`src/rtl/vmcoffee_multi.sv`:
```
// Multi-product coffee vending controller: coins/NFC credit, timed brew, 5-unit change.
// Optional CANCEL input and refund path when VMC_CANCEL_EN is defined.
module vmcoffee_multi #(
    parameter int PRICE       = 2,
    parameter int PRICE_STEP  = 1,
    parameter int N_PROD      = 2,
    parameter int CREDIT_W    = 4,
    parameter int WATER_W     = 5,
    parameter int WATER_MIN   = 2,
    parameter int BREW_CYCLES = 3,
    parameter int SEL_W       = (N_PROD > 1) ? $clog2(N_PROD) : 1
) (
    input  logic                clk,
    input  logic                rst,
    input  logic                C5,
    input  logic                C10,
    input  logic                NFC,
    input  logic                BEANS,
    input  logic [WATER_W-1:0]  WATER,
    input  logic [SEL_W-1:0]    SEL,
    output logic                COFFEE,
    output logic                ERROR,
    output logic                CHANGE5,
    output logic [CREDIT_W-1:0] CREDIT
`ifdef VMC_CANCEL_EN
    ,
    input  logic                CANCEL
`endif
);

    localparam int CMAX  = (1 << CREDIT_W) - 1;
    localparam int PMAX  = PRICE + (N_PROD - 1) * PRICE_STEP;
    localparam int CNT_W = (BREW_CYCLES > 1) ? $clog2(BREW_CYCLES) : 1;

    if (PMAX > CMAX) begin : g_price_chk
        $error("vmcoffee_multi: product price exceeds credit range");
    end

    typedef enum logic [2:0] {
        S_IDLE,
        S_CREDIT,
        S_BREW,
        S_CHANGE,
        S_FAULT
    } state_t;

    state_t              r_state, w_next;
    logic [CREDIT_W-1:0] r_credit, w_credit_nx;
    logic [CREDIT_W-1:0] r_price, w_price_nx;
    logic                r_paid, w_paid_nx;
    logic [CNT_W-1:0]    r_cnt, w_cnt_nx;

    logic r_c5_s, r_c5_d, r_c5_e;
    logic r_c10_s, r_c10_d, r_c10_e;
    logic r_nfc_s, r_nfc_d, r_nfc_e;
    logic r_coffee, r_chg, r_err;

    logic                w_fault;
    logic                w_coin;
    logic [1:0]          w_add;
    logic [CREDIT_W+1:0] w_sum;
    logic [CREDIT_W-1:0] w_sat;
    logic [CREDIT_W-1:0] w_price;
    logic [CREDIT_W-1:0] w_left;

    assign w_fault = (WATER < WATER_W'(WATER_MIN)) | ~BEANS;
    // C5 weighs 1 and C10 weighs 2, so the edge pair is already the increment
    assign w_add   = {r_c10_e, r_c5_e};
    assign w_coin  = r_c5_e | r_c10_e;
    assign w_sum   = {2'b00, r_credit} + {CREDIT_W'(0), w_add};
    assign w_sat   = (w_sum > (CREDIT_W+2)'(CMAX)) ? CREDIT_W'(CMAX)
                                                   : w_sum[CREDIT_W-1:0];
    assign w_price = CREDIT_W'(PRICE + int'(SEL) * PRICE_STEP);
    assign w_left  = r_paid ? r_credit : (r_credit - r_price);

`ifdef VMC_CANCEL_EN
    logic r_can_s, r_can_d, r_can_e;

    always_ff @(posedge clk or posedge rst) begin
        if (rst) begin
            r_can_s <= 1'b0;
            r_can_d <= 1'b0;
            r_can_e <= 1'b0;
        end else begin
            r_can_s <= CANCEL;
            r_can_d <= r_can_s;
            r_can_e <= r_can_s & ~r_can_d;
        end
    end
`endif

    always_ff @(posedge clk or posedge rst) begin
        if (rst) begin
            r_c5_s  <= 1'b0;
            r_c5_d  <= 1'b0;
            r_c5_e  <= 1'b0;
            r_c10_s <= 1'b0;
            r_c10_d <= 1'b0;
            r_c10_e <= 1'b0;
            r_nfc_s <= 1'b1;
            r_nfc_d <= 1'b1;
            r_nfc_e <= 1'b0;
        end else begin
            r_c5_s  <= C5;
            r_c5_d  <= r_c5_s;
            r_c5_e  <= r_c5_s & ~r_c5_d;
            r_c10_s <= C10;
            r_c10_d <= r_c10_s;
            r_c10_e <= r_c10_s & ~r_c10_d;
            r_nfc_s <= NFC;
            r_nfc_d <= r_nfc_s;
            r_nfc_e <= ~r_nfc_s & r_nfc_d;
        end
    end

    always_ff @(posedge clk or posedge rst) begin
        if (rst) begin
            r_state  <= S_IDLE;
            r_credit <= '0;
            r_price  <= '0;
            r_paid   <= 1'b0;
            r_cnt    <= '0;
            r_coffee <= 1'b0;
            r_chg    <= 1'b0;
            r_err    <= 1'b1;
        end else begin
            r_state  <= w_next;
            r_credit <= w_credit_nx;
            r_price  <= w_price_nx;
            r_paid   <= w_paid_nx;
            r_cnt    <= w_cnt_nx;
            r_coffee <= (r_state == S_BREW);
            r_chg    <= (r_state == S_CHANGE);
            r_err    <= ~w_fault;
        end
    end

    always_comb begin
        w_next      = r_state;
        w_credit_nx = r_credit;
        w_price_nx  = r_price;
        w_paid_nx   = r_paid;
        w_cnt_nx    = r_cnt;
        unique case (r_state)
            S_IDLE: begin
                if (w_fault) begin
                    w_next = S_FAULT;
                end else if (r_nfc_e) begin
                    w_next      = S_BREW;
                    w_credit_nx = w_sat;
                    w_paid_nx   = 1'b1;
                    w_price_nx  = w_price;
                    w_cnt_nx    = '0;
                end else if (w_coin) begin
                    w_next      = S_CREDIT;
                    w_credit_nx = w_sat;
                end
            end
            S_CREDIT: begin
                if (w_fault) begin
                    w_next = (r_credit != '0) ? S_CHANGE : S_FAULT;
                end else begin
                    w_credit_nx = w_sat;
                    if (r_nfc_e || (w_sat >= w_price)) begin
                        w_next     = S_BREW;
                        w_paid_nx  = r_nfc_e;
                        w_price_nx = w_price;
                        w_cnt_nx   = '0;
`ifdef VMC_CANCEL_EN
                    end else if (r_can_e) begin
                        w_next = (w_sat != '0) ? S_CHANGE : S_IDLE;
`endif
                    end
                end
            end
            S_BREW: begin
                // a fault during the brew is only acted on once the drink is done
                if (r_cnt == CNT_W'(BREW_CYCLES - 1)) begin
                    w_credit_nx = w_left;
                    w_paid_nx   = 1'b0;
                    if (w_left != '0)
                        w_next = S_CHANGE;
                    else if (w_fault)
                        w_next = S_FAULT;
                    else
                        w_next = S_IDLE;
                end else begin
                    w_cnt_nx = r_cnt + CNT_W'(1);
                end
            end
            S_CHANGE: begin
                w_credit_nx = (r_credit != '0) ? (r_credit - CREDIT_W'(1)) : '0;
                if (r_credit <= CREDIT_W'(1))
                    w_next = w_fault ? S_FAULT : S_IDLE;
            end
            S_FAULT: begin
                w_credit_nx = '0;
                if (!w_fault)
                    w_next = S_IDLE;
            end
            default: begin
                w_next = S_IDLE;
            end
        endcase
    end

    assign COFFEE  = r_coffee;
    assign ERROR   = r_err;
    assign CHANGE5 = r_chg;
    assign CREDIT  = r_credit;

endmodule

```
`config.mk`:
```
export PLATFORM = sky130hd
export DESIGN_NAME = vmcoffee_multi
export DESIGN_NICKNAME = d
export VERILOG_FILES = /design/src/rtl/vmcoffee_multi.sv
export SDC_FILE = /design/constraint.sdc
export NUM_CORES = 1
export LEC_CHECK = 0
export BUFFER_PORTS_ARGS = -buffer_cell sky130_fd_sc_hd__buf_2
export CORE_ASPECT_RATIO = 0.7
export CORE_MARGIN = 3
export CORE_UTILIZATION = 57
export CTS_CLUSTER_SIZE = 8
export DETAILED_ROUTE_END_ITERATION = 7
export HOLD_SLACK_MARGIN = 0.12
export MAX_ROUTING_LAYER = met4
export PLACE_DENSITY = 0.79
export SLEW_MARGIN = 20
export SYNTH_ARGS = -nofsm -noshare
export SYNTH_HDL_FRONTEND = slang
export SYNTH_SLANG_ARGS = --single-unit
```
`constraint.sdc`:
```
create_clock -name clk -period 2.8 [get_ports clk]
set_input_delay 0.42 -clock clk [delete_from_list [all_inputs] [get_ports clk]]
set_output_delay 0.42 -clock clk [all_outputs]
set_load 0.005 [all_outputs]
```
======== Word level (Yosys, flattened, before mapping) ========
Index checks and enable logic that the tools add are counted.
word-level totals
  input port bits ......................... 12
  register bits ........................... 26
cells by class
  bitwise logic cells ..................... 10
  add/subtract/negate cells ............... 5
  mux-type cells .......................... 38
  equality and inequality tests ........... 16
  order comparisons ....................... 4
  reduce and logical (&&, ||, !) cells .... 12
operator list
  operator                                                        number
  two-way mux 4 bit                                               12
  two-way mux 3 bit                                               11
  case mux 4 bit (5 select lines)                                 1
  case mux 3 bit (5 select lines)                                 1
  AND reduction 5 bit                                             3
  inequality test 2 bit (second input constant)                   6
  AND reduction 6 bit                                             2
  two-way mux 2 bit                                               5
  case mux 4 bit (2 select lines)                                 1
  nonzero test 4 bit                                              2
  == test 3 x 2 -> 1 bit (second input constant)                  2
  inequality test 3 bit (second input constant)                   2
  case mux 2 bit (3 select lines)                                 1
  adder 4 x 2 -> 5 bit                                            1
  greater-than comparator 5 x 4 -> 1 bit (second input constant)  1
  less-than comparator 5 x 2 -> 1 bit (second input constant)     1
  two-way mux 1 bit                                               5
  NOT 1 bit                                                       5
  nonzero test 5 bit                                              1
  greater-or-equal comparator 4 x 3 -> 1 bit                      1
  <= comparator 4 x 1 -> 1 bit (second input constant)            1
  inequality test 2 x 1 -> 1 bit (second input constant)          2
  inequality test 4 bit (second input constant)                   1
  subtractor 4 x 1 -> 4 bit (second input constant)               1
  13 further kinds                                                16

======== Depth between registers and ports, before layout ========
Gate-level depths: netlist of the first run.
  word-level depth ........................ 8
  gate-level depth with buffers ........... 9
  depth with buffers taken out ............ 9

======== Least setup slack after synthesis of the first run ========
No wires, ideal clock.
  path kind ............................... reg-to-reg
  from .................................... reg r_credit[0] (netlist: CREDIT[0])
  to ...................................... reg r_price[0]
  buffers on the path ..................... 0
  setup time .............................. 0.127 ns
  data arrival time ....................... 2.474 ns
  cell stages (with the launch flop) ...... 10
  data required time ...................... 2.673 ns
  clock period less this slack ............ 2.602 ns
  slack ................................... 0.198 ns
  path through ............................ dfrtp_1 ha_1 fa_1 a31oi_1 ha_1 nand2b_1 a211oi_1 o21ai_2 nand2_1 mux2_1
between the ends
  cells in the longest elaborated chain, start to end .. 7
ends and longest elaborated chain
  element                                         RTL line  text
  start: declaration                              48        logic [CREDIT_W-1:0] r_credit, w_credit_nx;
  start signal: assignment                        128       r_credit <= w_credit_nx;
  adder 4 x 2 -> 5 bit (*)                        70        assign w_sum = {2'b00, r_credit} + {CREDIT_W'(0), w_add};
  greater-than comparator 5 x 4 -> 1 bit          71        assign w_sat = (w_sum > (CREDIT_W+2)'(CMAX)) ? CREDIT_W'(CMAX)
  two-way mux 4 bit (*)                           71
  greater-or-equal comparator 4 x 3 -> 1 bit (*)  164       if (r_nfc_e || (w_sat >= w_price)) begin
  logical OR 1 bit (*)                            164
  inequality test 2 bit (no source line) (*)      -
  AND reduction 5 bit (no source line) (*)        -
  end signal: assignment                          129       r_price <= w_price_nx;
  end: declaration                                49        logic [CREDIT_W-1:0] r_price, w_price_nx;
Every way passes the cells marked *; elsewhere a longest branch is shown, timed or not.
A chain may end at the register's enable or synchronous reset.

======== Final worst setup path of the first run ========
Ends and elaborated chain as after synthesis.

==> summary.md, run 1 <==
| Metric | Value |
|---|---|
| Run status | completed |
| Placed cell area | 0.00165 mm² |
| GR Util All Layers | 23.0% |
| Synth Area in Compound Gates | 24.3% |
| Largest net degree at the start of global routing | 25 |
| Mapped Cells | 150 |
| Clk buf depth | 2 |
| CTS Buf Count | 3 |
| Mapped Nets | 170 |
| CP Data Arrival Time | 2.76 ns |
| Placed Instances | 199 |
| Setup TNS | 0 ns |
| Wire length per cell | 16.7 µm |
| Top FF cell, synth | dfrtp_1 |
| Post-synthesis mux area share | 6.04% |
| Leak pwr | 0.792 nW |
| Share of synthesized registers carrying an async set or reset | 100% |
| Multi-input logic area | 855 µm² |
| Post-route ant nets | 0 |
| Final Wtd Congestion | 0.910 |
| F_max | 385 MHz |
| Worst EP required | 2.96 ns |
| First-pass DRT Iterations | 4 |
| Hold violation count in the final report | 0 |
| Design Area, Final | 0.00171 mm² |
| Residual DRC | 0 |
| CTS tree | done |
| Fillers | 176 |
| Yosys reg bits | 24 |
| Initial antenna violation count | 0 |
| Die H | 49.1 µm |
| Most common cell after layout, fill and taps aside | dfrtp_1 |
| Buf/Inv on CP | 0 |
| Pwr/cell area | 1140 mW/mm² |
| Fin crit period | 2.60 ns |
| Slew HR | 40.3% |
| P&R area growth vs syn | 13.3% |
| Chip width | 67.6 µm |
| Main combinational cell family by area after synthesis | compound AO/OA/AOI/OAI gates |
| Share of layout cells above drive strength 1 | 25.7% |
| Detailed-route vias per instance | 6.11 |
| Peak VDD IR | 0.000726 V |
| CTS Root Cell | clkbuf_8 |
| Synth Area in XOR/XNOR | 0.579% |
| Initial Utilization | 64.9% |
| Crit path depth | 9 |
| Core ar. | 0.00233 mm² |
| Worst path top cell family by delay | adder cells |
| Critical path class | register to register |
| Max incr delay on CP | 0.41 ns |
| Row cnt | 14 |
| FF-to-FF path depth | 9 |
| WHS | 0.256 ns |
| Final period util | 92.7% |
| Synth Cell Area | 0.00151 mm² |
| H-Tree Depth | 1 |
| Port bufs | 17 |
| Max Slew Vio Count | 0 |
| Vias in the first global route | 1145 |
| Ant. Diodes | 0 |
| CP endpoint kind | register |
| Syn_area_per_cell | 10.1 µm² |
| Most frequent cells in the layout | dfrtp_1 (21), buf_2 (17), nor2_1 (13), a21oi_1 (10), nor2b_1 (10) |
| Drt total wl | 3380 µm |
| Post-synth EDFFs | 0 |
| Unrepaired setup endpoints after global routing | false |
| Critical path startpoint category | register |
| Slowest CP cell | fa_1 |
| Max-Cap Viols | 0 |
| Final worst slack | 0.203 ns |
| First-pass GRT wire length | 5650 µm |
| Crit-path max FO | 5 |
| Die area | 0.00332 mm² |
| Final setup vio count | 0 |
| # clock sinks | 24 |
| Clk_lat worst skew | 0.27 ns |
| Layout Nets | 192 |
| Hpwl dp | 2520 µm |
| CTS clk-pin slew, worst paths | 0.09 ns |
| Routed vias | 1241 |
| Post-synthesis sequential area ratio | 40.0% |
| Final Non-Filler Cells | 203 |
| Hold Path Cell Cnt | 1 |
| Sequential Area | 604 µm² |
| Final Skew | 0.00915 ns |
| Hold WC Path Type | input pin to register |
| Hold Buf Count CTS | 0 |
| Crit path top cell by count | ha_1 |
| Top Ports | 19 |
| 1st-iter DRT viols | 126 |
| Synth warnings | 0 |
| Place WS | 0.174 ns |
| Worst Tran Pin Value | 0.894 ns |
| Synth Area in Simple Gates | 17.5% |
| Post-synth cell types | 56 |
| Adder-cell share of the synthesized area | 7.61% |
| Cell chain of the critical path | ha_1, fa_1, a31oi_2, ha_1, nand2b_1, a211oi_1, o21ai_2, nand2_1, mux2_1 |
| Grt ovf | 0 |
==> final cells by class <==
cell class                      count  share of cell area, %
Multi-Input combinational cell    111                   49.9
Sequential cell                    24                   35.3
Timing Repair Buffer               22                   7.15
Clock buffer                        4                   3.21
Tap cell                           32                   2.34
Inverter                           10                   2.19
==> synthesized netlist by cell type, types with 3 or more instances <==
cell | number | share of area (%)
dfrtp_1 | 21 | 35
nor2_1 | 13 | 3.2
a21oi_1 | 10 | 3.3
nor2b_1 | 10 | 4.1
nand2_1 | 9 | 2.2
inv_1 | 8 | 2.0
ha_1 | 6 | 5.0
or3_1 | 4 | 1.7
buf_2 | 3 | 0.99
dfstp_2 | 3 | 5.2
mux2_2 | 3 | 2.2
o211ai_1 | 3 | 1.5
==> registers in the layout (all words and copies together) (netlist names) <==
signal   flops
r_paid       1
r_nfc_d      1
r_c10_s      1
ERROR        1
r_cnt        2
r_c5_e       1
r_c5_d       1
r_nfc_s      1
CHANGE5      1
r_nfc_e      1
r_price      2
r_c10_d      1
r_c10_e      1
CREDIT       4
COFFEE       1
r_state      3
r_c5_s       1
==> timing repair <==
item / in CTS / in global routing
setup endpoints to repair: 0 / 2
buffers inserted: 0 / 0
hold endpoints to repair: 0 / 0
resized for setup: 0 / 1
==> report_power, final <==
part | internal, mW | switching (mW) | leakage, nW | total [mW]
combinational | 0.514 | 0.627 | 0.480 | 1.14
sequential | 0.446 | 0.122 | 0.283 | 0.569
clock | 0.126 | 0.111 | 0.0288 | 0.237
total | 1.09 | 0.860 | 0.792 | 1.95
==> metal layers <==
layer	routed length [µm]	vias to the layer above	part of all wire, %	track usage (%)
met3	224	6	6.6	5.53
li1	-	593	-	-
met5	0	-	0	-
met2	1600	40	47	33.6
met1	1530	602	45	32.3
met4	30	0	0.89	5.05
==> kinds of logic after synthesis <==
logic type	Yosys count
adders and majority gates	8
and+or+nand+nor	50
AOI/OAI and AO/OA	44
xor gates and xnor gates	1
buffers and inverters	15
DFF	24
muxes	8
==> metrics by stage <==
step / power, mW / utilization [%]
after floorplan: 1.38 / -
after global placement: 1.63 / 70.9
after detailed placement: 1.68 / 70.9
after CTS: 1.93 / 73.3
after global routing: 2.09 / 73.6
final: 1.95 / 73.6
==> path summary, 6_finish.rpt <==
kind | startpoint | end | slack (ns)
min | NFC | r_nfc_s | 0.26
max | CREDIT[0] | r_price[0] | 0.20
min reg2reg | r_nfc_s | r_nfc_d | 0.38
max in group asynchronous | rst | CREDIT[0] | 1.92
max reg2reg | CREDIT[0] | r_price[0] | 0.20
min in group asynchronous | rst | COFFEE | 0.33
==> worst reg2reg max path, delay by kind of cell, from the launching register on <==
family | cells | cell delay (ns)
simple gates | 2 | 0.26
compound gates | 3 | 0.62
fa+ha+maj | 3 | 0.89
mux | 1 | 0.32
flops | 1 | 0.40
Note: power is estimated with default switching activity, not from simulation.
==> inputs of run 2 (changes only) <==
==> config.mk (replaced) <==
export PLATFORM = sky130hd
export DESIGN_NAME = vmcoffee_multi
export DESIGN_NICKNAME = d
export VERILOG_FILES = /design/src/rtl/vmcoffee_multi.sv
export SDC_FILE = /design/constraint.sdc
export NUM_CORES = 1
export LEC_CHECK = 0
export CORE_ASPECT_RATIO = 0.7
export CORE_MARGIN = 3
export CORE_UTILIZATION = 59
export CTS_CLUSTER_SIZE = 8
export DETAILED_ROUTE_END_ITERATION = 7
export DONT_BUFFER_PORTS = 1
export HOLD_SLACK_MARGIN = 0.12
export MAX_ROUTING_LAYER = met4
export PLACE_DENSITY = 0.75
export SLEW_MARGIN = 20
export SYNTH_ARGS = -nofsm -noshare
export SYNTH_HDL_FRONTEND = slang
export SYNTH_SLANG_ARGS = --single-unit
==> run 2 against run 1 <==
Largest cell class unchanged. Design area down 3.5%. Sequential power rose by 3.5%. Utilization decreased by 1.5 points. Count of clock-buffer cells in the layout shrank 1. Global-route usage is 0.78 points higher. Via count fell by 0.40%. Largest power group unchanged. Combinational power is 5% lower. Maximum frequency fell by 1.0%. Critical endpoint is now r_cnt[1].
==> summary.md, run 2 (synthesis results as in run 1) <==
| Metric | Value |
|---|---|
| First-pass DRT Iterations | 5 |
| Initial antenna violation count | 0 |
| CP endpoint kind | register |
| Setup TNS | 0 ns |
| Share of layout cells above drive strength 1 | 17.4% |
| Ant. Diodes | 0 |
| Unrepaired setup endpoints after global routing | false |
| Setup Buffers After CTS | 0 |
| WHS | 0.170 ns |
| # clock sinks | 24 |
| Final Skew | 0.00666 ns |
| Worst path top cell family by delay | compound AO/OA/AOI/OAI gates |
| Critical path class | register to register |
| Slowest CP cell | dfrtp_1 |
| Buf/Inv on CP | 0 |
| Clk buf depth | 2 |
| Residual DRC | 0 |
| Routed vias | 1236 |
| Slew HR | 42.1% |
| Final Non-Filler Cells | 187 |
| Pwr/cell area | 1200 mW/mm² |
| Final period util | 93.7% |
| Leak pwr | 0.734 nW |
| Fin crit period | 2.62 ns |
| Layout Nets | 176 |
| Port bufs | 0 |
| Die H | 48.4 µm |
| Final Wtd Congestion | 0.835 |
| Vias in the first global route | 1160 |
| Worst Tran Pin Value | 0.867 ns |
| GR Util All Layers | 23.8% |
| H-Tree Depth | 1 |
| CTS Buf Count | 3 |
| Detailed-route vias per instance | 6.61 |
| Max-Cap Viols | 0 |
| Placed Instances | 182 |
| Post-route ant nets | 0 |
| Final setup vio count | 0 |
| Hold WC Path Type | input pin to register |
| Hpwl dp | 2580 µm |
| Max incr delay on CP | 0.41 ns |
| Number of flip-flops in the largest register | 4 |
| Cell chain of the critical path | ha_1, fa_1, a31oi_1, ha_1, nand2b_1, a211oi_2, o21ai_2, o32a_1, o32ai_1 |
| Fillers | 169 |
| CTS clk-pin slew, worst paths | 0.09 ns |
| Crit path top cell by count | ha_1 |
| Clk_lat worst skew | 0.28 ns |
| Die area | 0.00322 mm² |
| Peak VDD IR | 0.000693 V |
| Row cnt | 14 |
| Grt ovf | 0 |
| Most common cell after layout, fill and taps aside | dfrtp_1 |
| Chip width | 66.5 µm |
| Most frequent cells in the layout | dfrtp_1 (21), nor2_1 (13), a21oi_1 (10), nor2b_1 (10), nand2_1 (9) |
| Top Ports | 19 |
| P&R area growth vs syn | 9.35% |
| Largest net degree at the start of global routing | 25 |
| Run status | completed |
| Hold violation count in the final report | 0 |
| CTS tree | done |
| CP Data Arrival Time | 2.81 ns |
| 1st-iter DRT viols | 109 |
| First-pass GRT wire length | 5620 µm |
| Wire length per cell | 18.4 µm |
| Drt total wl | 3430 µm |
| Core ar. | 0.00229 mm² |
| Crit-path max FO | 5 |
| Initial Utilization | 65.9% |
| CTS Root Cell | clkbuf_8 |
| Worst EP required | 2.98 ns |
| Critical path startpoint category | register |
| F_max | 381 MHz |
| Max Slew Vio Count | 0 |
==> run 2: report_power, final <==
part / total [mW] / internal (mW) / switching [mW]
Clock: 0.308 / 0.191 / 0.116
Combinational: 1.08 / 0.482 / 0.600
Sequential: 0.589 / 0.446 / 0.142
==> run 2: worst paths after layout <==
path                            cells after the start  slack (ns)      start        end
min in group asynchronous                           1        0.21        rst   r_cnt[0]
worst max-delay path                                9        0.18  CREDIT[0]   r_cnt[1]
worst min register to register                      0        0.37    r_nfc_s    r_nfc_d
worst max register to register                      9        0.18  CREDIT[0]   r_cnt[1]
max in group asynchronous                           1        2.06        rst  CREDIT[1]
worst min-delay path                                0        0.17         C5     r_c5_s
==> run 2: metrics by stage <==
step	utilization (%)	total power [mW]	instance area, µm²	setup WS (ns)
after floorplan	-	1.38	1510	0.198
after global placement	68.3	1.59	1570	0.231
after detailed placement	68.3	1.64	1570	0.140
after CTS	71.4	1.95	1640	0.122
after global routing	72.1	2.11	1650	0.0461
final	72.1	1.98	1650	0.176
==> run 2: final cells by class <==
| class | count | area, µm² | share of cell area (%) |
|---|---|---|---|
| clock inverters | 1 | 30.0 | 1.82 |
| repair buffers | 6 | 47.5 | 2.87 |
| clock buffers | 3 | 41.3 | 2.50 |
| multi-input cells | 111 | 853 | 51.6 |
| flip-flops and latches | 24 | 604 | 36.5 |
| inverters | 10 | 37.5 | 2.27 |
| well taps | 32 | 40.0 | 2.42 |
==> run 2: routing by layer <==
metal  track usage (%)  up-vias  share of wire [%]
met2              36.2       87                 48
met1              30.8      583                 41
met3              5.32        8                9.4
li1                  -      558                  -
met4              9.46        0                1.8
met5                 -        -                  0
==> run 2: worst reg2reg max path: stages, from the launching register on <==
cell and delay (ns):
dfrtp_1 0.41, ha_1 0.25, fa_1 0.39, a31oi_1 0.22, ha_1 0.27, nand2b_1 0.15, a211oi_2 0.23, o21ai_2 0.15
o32a_1 0.33, o32ai_1 0.13
==> run 2: what timing repair did <==
item / 4_1_cts / 5_1_grt
resized for setup: 0 / 1
endpoints found under the hold margin: 0 / 1
hold buffers: 0 / 1
endpoints found under the setup margin: 0 / 5
